File: config.mk
export PLATFORM = sky130hd
export DESIGN_NAME = prog_loader
export DESIGN_NICKNAME = d
export VERILOG_FILES = /design/src/rtl/prog_loader.sv
export SDC_FILE = /design/constraint.sdc
export NUM_CORES = 1
export LEC_CHECK = 0
export BUFFER_PORTS_ARGS = -buffer_cell sky130_fd_sc_hd__buf_2
export CAP_MARGIN = 20
export CORE_MARGIN = 2
export CORE_UTILIZATION = 52
export DETAILED_ROUTE_END_ITERATION = 7
export PLACE_DENSITY = 0.81
export SYNTH_ARGS = -nofsm -noshare
export SYNTH_HDL_FRONTEND = slang
export SYNTH_SLANG_ARGS = --single-unit
File: constraint.sdc
create_clock -name clk -period 2.1 [get_ports clk]
set_input_delay 0.525 -clock clk [delete_from_list [all_inputs] [get_ports clk]]
set_output_delay 0.525 -clock clk [all_outputs]
set_load 0.01 [all_outputs]
File: src/rtl/prog_loader.sv
// ---------------------------------------------------------------------------
// prog_loader
//   Writer side of the instruction-memory interface. Receives a framed byte
//   stream from the host, packs it into W-bit machine-code words and writes
//   them to instruction RAM at addresses 0..N-1. Keeps the core held in reset
//   until a load finishes cleanly.
//
//   Frame: LEN_LO, LEN_HI (16-bit N, little-endian), then N x {LO, HI}.
//          word = {HI[0], LO}; HI[7:1] must be zero.
//
//   Optional feature (macro PROG_LOADER_CHECKSUM_EN): one trailer byte after
//   the payload must equal the XOR of all LO/HI payload bytes.
//
// Ports
//   clk        in   system clock, all state on posedge
//   reset      in   asynchronous, active-low
//   start      in   1-cycle pulse, begins a load from IDLE/DONE/ERR
//   in_data    in   host byte
//   in_valid   in   host byte present
//   in_ready   out  loader accepts a byte (transfer = in_valid & in_ready)
//   im_wr_en   out  instruction memory write strobe, one cycle per word
//   im_addr    out  write address (word index)
//   im_wdata   out  write data
//   core_hold  out  1 = hold core in reset
//   load_done  out  sticky, last load completed cleanly
//   err        out  sticky, last load aborted
// ---------------------------------------------------------------------------
module prog_loader #(
  parameter int D = 12,
  parameter int W = 9
) (
  input  logic         clk,
  input  logic         reset,
  input  logic         start,
  input  logic [7:0]   in_data,
  input  logic         in_valid,
  output logic         in_ready,
  output logic         im_wr_en,
  output logic [D-1:0] im_addr,
  output logic [W-1:0] im_wdata,
  output logic         core_hold,
  output logic         load_done,
  output logic         err
);

  typedef enum logic [3:0] {
    S_IDLE, S_LEN_LO, S_LEN_HI, S_W_LO, S_W_HI, S_FIN, S_CHK, S_DONE, S_ERR
  } state_e;

  // Largest legal word count: the full address space.
  localparam logic [16:0] CAP = 17'(1) << D;

`ifdef PROG_LOADER_CHECKSUM_EN
  localparam state_e AFTER_LAST = S_CHK;
`else
  localparam state_e AFTER_LAST = S_FIN;
`endif

  state_e         state_q, state_d;
  logic [15:0]    len_q;
  logic [D:0]     cnt_q;      // one extra bit so N = 2**D does not wrap
  logic [7:0]     lo_q;
  logic           wr_en_q;
  logic [D-1:0]   addr_q;
  logic [W-1:0]   wdata_q;
`ifdef PROG_LOADER_CHECKSUM_EN
  logic [7:0]     chk_q;
`endif

  logic           xfer;
  logic           start_ok;
  logic           oversize;
  logic           len_zero;
  logic           hi_bad;
  logic           last_word;
  logic           chk_match;
  logic [D:0]     cnt_inc;

  assign in_ready  = (state_q == S_LEN_LO) || (state_q == S_LEN_HI) ||
                     (state_q == S_W_LO)   || (state_q == S_W_HI)   ||
                     (state_q == S_CHK);
  assign xfer      = in_valid & in_ready;
  assign start_ok  = start & ((state_q == S_IDLE) || (state_q == S_DONE) ||
                              (state_q == S_ERR));

  // Length checks look at the HI byte on the wire together with the stored LO.
  assign oversize  = {1'b0, in_data, len_q[7:0]} > CAP;
  assign len_zero  = ({in_data, len_q[7:0]} == 16'd0);
  assign hi_bad    = |in_data[7:1];
  assign cnt_inc   = cnt_q + 1'b1;
  assign last_word = (17'(cnt_inc) == {1'b0, len_q});

`ifdef PROG_LOADER_CHECKSUM_EN
  assign chk_match = (in_data == chk_q);
`else
  assign chk_match = 1'b0;
`endif

  // NOTE: every combinational output gets a default before the case, so no
  // path through the block leaves it unassigned and no latch is inferred.
  always_comb begin
    state_d = state_q;
    unique case (state_q)
      S_IDLE:   if (start) state_d = S_LEN_LO;
      S_LEN_LO: if (xfer) state_d = S_LEN_HI;
      S_LEN_HI: if (xfer) begin
        if (oversize)      state_d = S_ERR;
        else if (len_zero) state_d = AFTER_LAST;
        else               state_d = S_W_LO;
      end
      S_W_LO:   if (xfer) state_d = S_W_HI;
      S_W_HI:   if (xfer) begin
        if (hi_bad)         state_d = S_ERR;
        else if (last_word) state_d = AFTER_LAST;
        else                state_d = S_W_LO;
      end
      S_FIN:    state_d = S_DONE;
      S_CHK:    if (xfer) state_d = chk_match ? S_DONE : S_ERR;
      S_DONE,
      S_ERR:    if (start) state_d = S_LEN_LO;
      default:  state_d = S_IDLE;
    endcase
  end

  // NOTE: sequential state uses non-blocking assignments only, so every
  // register samples the pre-edge values regardless of statement order.
  always_ff @(posedge clk or negedge reset) begin
    if (!reset) begin
      state_q <= S_IDLE;
      len_q   <= '0;
      cnt_q   <= '0;
      lo_q    <= '0;
      wr_en_q <= 1'b0;
      addr_q  <= '0;
      wdata_q <= '0;
`ifdef PROG_LOADER_CHECKSUM_EN
      chk_q   <= '0;
`endif
    end else begin
      state_q <= state_d;
      wr_en_q <= 1'b0;
      if (start_ok) begin
        cnt_q <= '0;
`ifdef PROG_LOADER_CHECKSUM_EN
        chk_q <= '0;
`endif
      end
      if (xfer) begin
        unique case (state_q)
          S_LEN_LO: len_q[7:0]  <= in_data;
          S_LEN_HI: len_q[15:8] <= in_data;
          S_W_LO: begin
            lo_q <= in_data;
`ifdef PROG_LOADER_CHECKSUM_EN
            chk_q <= chk_q ^ in_data;
`endif
          end
          S_W_HI: begin
            // A word with reserved bits set is dropped, not written.
            if (!hi_bad) begin
              wr_en_q <= 1'b1;
              addr_q  <= cnt_q[D-1:0];
              wdata_q <= W'({in_data[0], lo_q});
              cnt_q   <= cnt_inc;
`ifdef PROG_LOADER_CHECKSUM_EN
              chk_q   <= chk_q ^ in_data;
`endif
            end
          end
          default: ;
        endcase
      end
    end
  end

  assign im_wr_en  = wr_en_q;
  assign im_addr   = addr_q;
  assign im_wdata  = wdata_q;
  assign core_hold = (state_q != S_DONE);
  assign load_done = (state_q == S_DONE);
  assign err       = (state_q == S_ERR);

endmodule

Yosys cells after proc, flatten, opt, wreduce, memory -nomap -nowiden
Cells that the tools add are included.
{"block": "totals", "wordCells": 62, "input_bits": 12, "output_inout_bits": 26, "ff_bits": 63}
{"block": "op_classes", "n_reduce_logical": 15, "magnitude_cmp": 1, "n_eq_ne": 16, "addsub": 1, "n_mux": 18, "bitwise_logic": 3}
{"op": "13-bit 2-to-1 mux", "n": 4}
{"op": "4-bit 2-to-1 mux", "n": 8}
{"op": "4-bit case mux with 7 select lines", "n": 1}
{"op": "13-bit by 16-bit equality test with 1-bit output", "n": 1}
{"op": "4-bit by 3-bit equality test with 1-bit output (second input constant)", "n": 4}
{"op": "16-bit by 13-bit greater-than comparator with 1-bit output (second input constant)", "n": 1}
{"op": "16-bit logical NOT", "n": 1}
{"op": "13-bit by 1-bit adder with 13-bit output (second input constant)", "n": 1}
{"op": "2-bit != test (second input constant)", "n": 5}
{"op": "4-bit by 2-bit equality test with 1-bit output (second input constant)", "n": 2}
{"op": "7-bit OR reduction", "n": 1}
{"op": "1-bit logical OR", "n": 6}
{"op": "3-bit 2-to-1 mux", "n": 2}
{"op": "2-bit AND reduction", "n": 3}
{"op": "6-bit AND reduction", "n": 1}
{"op": "4-bit by 1-bit equality test with 1-bit output (second input constant)", "n": 1}
{"op": "4-bit equality test (second input constant)", "n": 1}
{"op": "4-bit logical NOT", "n": 1}
{"op": "4-bit by 3-bit != test with 1-bit output (second input constant)", "n": 1}
{"op": "1-bit 2-to-1 mux", "n": 3}
{"op": "3-bit AND reduction", "n": 1}
{"op": "3-bit OR reduction", "n": 1}
{"op": "1-bit AND", "n": 2}
{"op": "2-bit by 1-bit != test with 1-bit output (second input constant)", "n": 1}
{"op": "1-bit NOT", "n": 1}

Longest topological paths before layout
{"block": "logic_depth", "word_depth": 8, "depth_mapped": 9, "depth_no_buf": 7}

Worst setup path after synthesis
OpenSTA, ideal clock, no wires.
{"block": "synth_path", "path_type": "register to register", "start": "register cnt_q[1]", "end": "register state_q[1]", "path_slack_ns": 0.147, "synth_period_minus_slack_ns": 1.953, "path_buffers": 0, "t_required_ns": 1.963, "path_stages_with_launch": 8, "setup_ns": 0.137, "t_arrival_ns": 1.816, "cell_sequence": "dfrtp_1 > ha_1 > nand3_2 > or4_1 > a211o_1 > nand2_1 > and3_1 > o221ai_1"}
{"block": "synth_via", "elab_chain_len": 6}
{"element": "from (decl)", "line": "61", "text": "logic [D:0] cnt_q;"}
{"element": "from (signal assigned)", "line": "164", "text": "cnt_q <= cnt_inc;"}
{"element": "13-bit by 1-bit adder with 13-bit output", "line": "90", "text": "assign cnt_inc = cnt_q + 1'b1;"}
{"element": "13-bit by 16-bit equality test with 1-bit output", "line": "91", "text": "assign last_word = (17'(cnt_inc) == {1'b0, len_q});"}
{"element": "3-bit 2-to-1 mux", "line": "114", "text": "else if (last_word) state_d = AFTER_LAST;"}
{"element": "4-bit 2-to-1 mux", "line": "113", "text": "if (hi_bad) state_d = S_ERR;"}
{"element": "4-bit 2-to-1 mux", "line": "112", "text": "S_W_HI: if (xfer) begin"}
{"element": "4-bit case mux with 7 select lines", "line": "103", "text": "unique case (state_q)"}
{"element": "to (signal assigned)", "line": "140", "text": "state_q <= state_d;"}
{"element": "to (decl)", "line": "59", "text": "state_e state_q, state_d;"}
No other way between the ends. The select of a mux whose other input is x is not followed.
A chain may end at the register's enable or synchronous reset.

Worst setup path in the final report
{"block": "layout_path", "start": "register cnt_q[1]", "end": "register state_q[2]"}
Same word-level chain as after synthesis.

==> results.cfg <==
[global_route]
grt_pass1_vias = 2732
grt.overflow.total = 0
antenna_found_initial = 0
grt_usage_pct = 24.4
grt_pass1_wl_um = 13300
grt_max_degree = 64

[routing]
drt_wl_total_um = 7950
route.vias.total = 2867
dr.pass1.iters = 6
drc_errors = 0
wl_per_cell_um = 16.3
via_per_inst = 5.89
antenna_left = 0
drt_iter0_markers = 222

[placement]
dpl.hpwl_um = 5410
io_buffers = 37
placed_cell_area_um2 = 3690
place_congestion = 0.944

[pwr]
power_leakage_uw = 0.00188
power.total_uw = 4050
irDropWorstVdd_v = 0.000733
p_per_area_nw_per_um2 = 1030

[finish]
n_antenna_cell = 0
final_common_cell = nand2_1
area_delta_synth_final_pct = 21.2
final_cell_mix = 76 x nand2_1, 61 x dfrtp_1, 37 x buf_2, 30 x buf_4, 28 x o21ai_0
layout-drive-gt1-share_pct = 29.1
stdcell_area_um2 = 3930
nets = 420

[timing]
tightest_slew_ps = 498
setup_viol = 0
maxSlewViolCount = 0
clock.fmax_mhz = 486
rsz0062_at_grt = false
maxSlewHeadroom_pct = 66.7
fin_hold_ws_ps = 173
finalCritPeriodShare_pct = 97.9
tns_ps = 0
skew_ps = 7.95
hold_viol = 0
min_period_ps = 2060

[worst_hold_path]
hold_path_class = primary input to asynchronous set/reset pin

[die]
start_util_pct = 54.2
die_area_um2 = 6890
io_pins = 38
fp.dieH_um = 83.0
rows = 28
die_w_um = 83.0
core_area_um2 = 5990

[setup_path]
start_kind = register
critPathArrivalTime_ps = 2300
cp.required_ps = 2350
endpoint_kind = register
worst-path-max-fanout = 6
path_class = register to register

[clocking]
cts_sinks = 63
clock_path_buffers = 2
worstSkewPairLatency_ps = 350
h-tree-depth = 3
cts_root_buf = clkbuf_8
cts_tree = yes
cts_buffers = 9
post_cts_buffers = 0
cts.clk_slew.worst_paths_ps = 80

[synth]
postSynthAreaPerCell_um2 = 9.30
synthTopCellsByArea = dfrtp_1 49%, nand2_1 8.8%, mux2_2 8.0%
synthArstFlopShare_pct = 100
yosysTopAreaCell = dfrtp_1
synth.top_cell.area_share_pct = 48.6
netlist_instances = 349
synth_fp_nets = 362
synth_edf_count = 0
ys_types = 48
syn-cell-area_um2 = 3240
ys_seq_elements = 63
ys_warn_count = 0
synth_flop_cell = dfrtp_1
yosysSeqAreaShare_pct = 48.6

[job]
maxCapViolations = 0

[status]
status = completed
-- power breakdown --
group / total, uW / switching (uW) / internal, uW
Clock: 1110 / 549 / 562
Combinational: 1220 / 613 / 602
Sequential: 1720 / 246 / 1480
Total: 4050 / 1410 / 2640
-- registers in the layout (all words and copies together) (netlist names) --
name,cells
im_wdata,9
cnt_q,13
lo_q,8
len_q,16
im_wr_en,1
state_q,4
im_addr,12
-- worst max-delay path: stages, from the launching register on --
cell and delay [ps]:
dfrtp_1 380, buf_4 150, nand4_1 210, or3_1 470
xnor2_1 200, nor4_1 60, and3_2 240, a41o_1 240
-- final cells by class --
class,count,area (um^2)
clock buffer,9,124
clock inverter,7,80.1
fill,450,2060
inverter,8,30.0
multi-input combinational,256,1570
sequential,63,1580
tap,75,93.8
timing repair buffer,69,450
-- worst paths after layout --
check                      slack (ps)  depth (start not counted)        from          end
max                                40                          7    cnt_q[1]   state_q[2]
min                               170                          2       reset   im_addr[8]
max reg2reg                        40                          7    cnt_q[1]   state_q[2]
min reg2reg                       460                          2  im_addr[6]   im_addr[6]
max in group asynchronous        1640                          2       reset     cnt_q[2]
min in group clk                  450                          3  in_data[0]  im_wdata[8]
-- Yosys cell counts, drive strengths merged (2+ instances only) --
library cell / number
a211o: 3
a211oi: 2
a21oi: 6
a31oi: 6
a32oi: 2
and2: 4
and3: 3
buf: 7
clkbuf: 15
dfrtp: 63
inv: 7
mux2: 23
mux2i: 3
nand2: 76
nand2b: 2
nand3: 11
nand4: 8
nor2: 15
nor2b: 6
nor3: 8
nor4: 4
o21ai: 31
o22ai: 2
o31ai: 7
or3: 4
or4: 2
xnor2: 9
xor2: 5
-- what timing repair did --
item                       in CTS  in global routing
pin swaps                       0                  2
hold buffers                    0                  0
resized for setup               3                  7
setup endpoints to repair       2                  4
-- metal layers --
metal / wire length [um] / track usage, % / up-vias
met5: 0 / 0 / -
met4: 186 / 11.3 / 0
met3: 445 / 6.76 / 22
met2: 3970 / 39.3 / 113
met1: 3340 / 30.4 / 1383
li1: - / - / 1349
-- cell families (layout without fill, tap and decap cells) --
| family | count (synthesis) | in the layout | share of synthesized area (%) |
|---|---|---|---|
| and+or+nand+nor | 149 | 149 | 21.9 |
| AOI/OAI and AO/OA | 66 | 66 | 12.6 |
| DFF | 63 | 63 | 48.6 |
| buffers and inverters | 30 | 93 | 3.86 |
| muxes | 26 | 26 | 8.91 |
| xor gates and xnor gates | 14 | 14 | 3.78 |
| adders and majority gates | 1 | 1 | 0.386 |
-- metrics by stage --
stage | setup slack [ps] | util [%] | instances
2_1_floorplan | 147 | - | 349
5_1_grt | 14.5 | 65.6 | 487
4_1_cts | 32.1 | 65.3 | 487
6_report | 43.2 | 65.6 | 487
3_5_place_dp | -135 | 61.7 | 471
3_3_place_gp | -17.1 | 61.7 | 471
(Power assumes the default switching activity.)
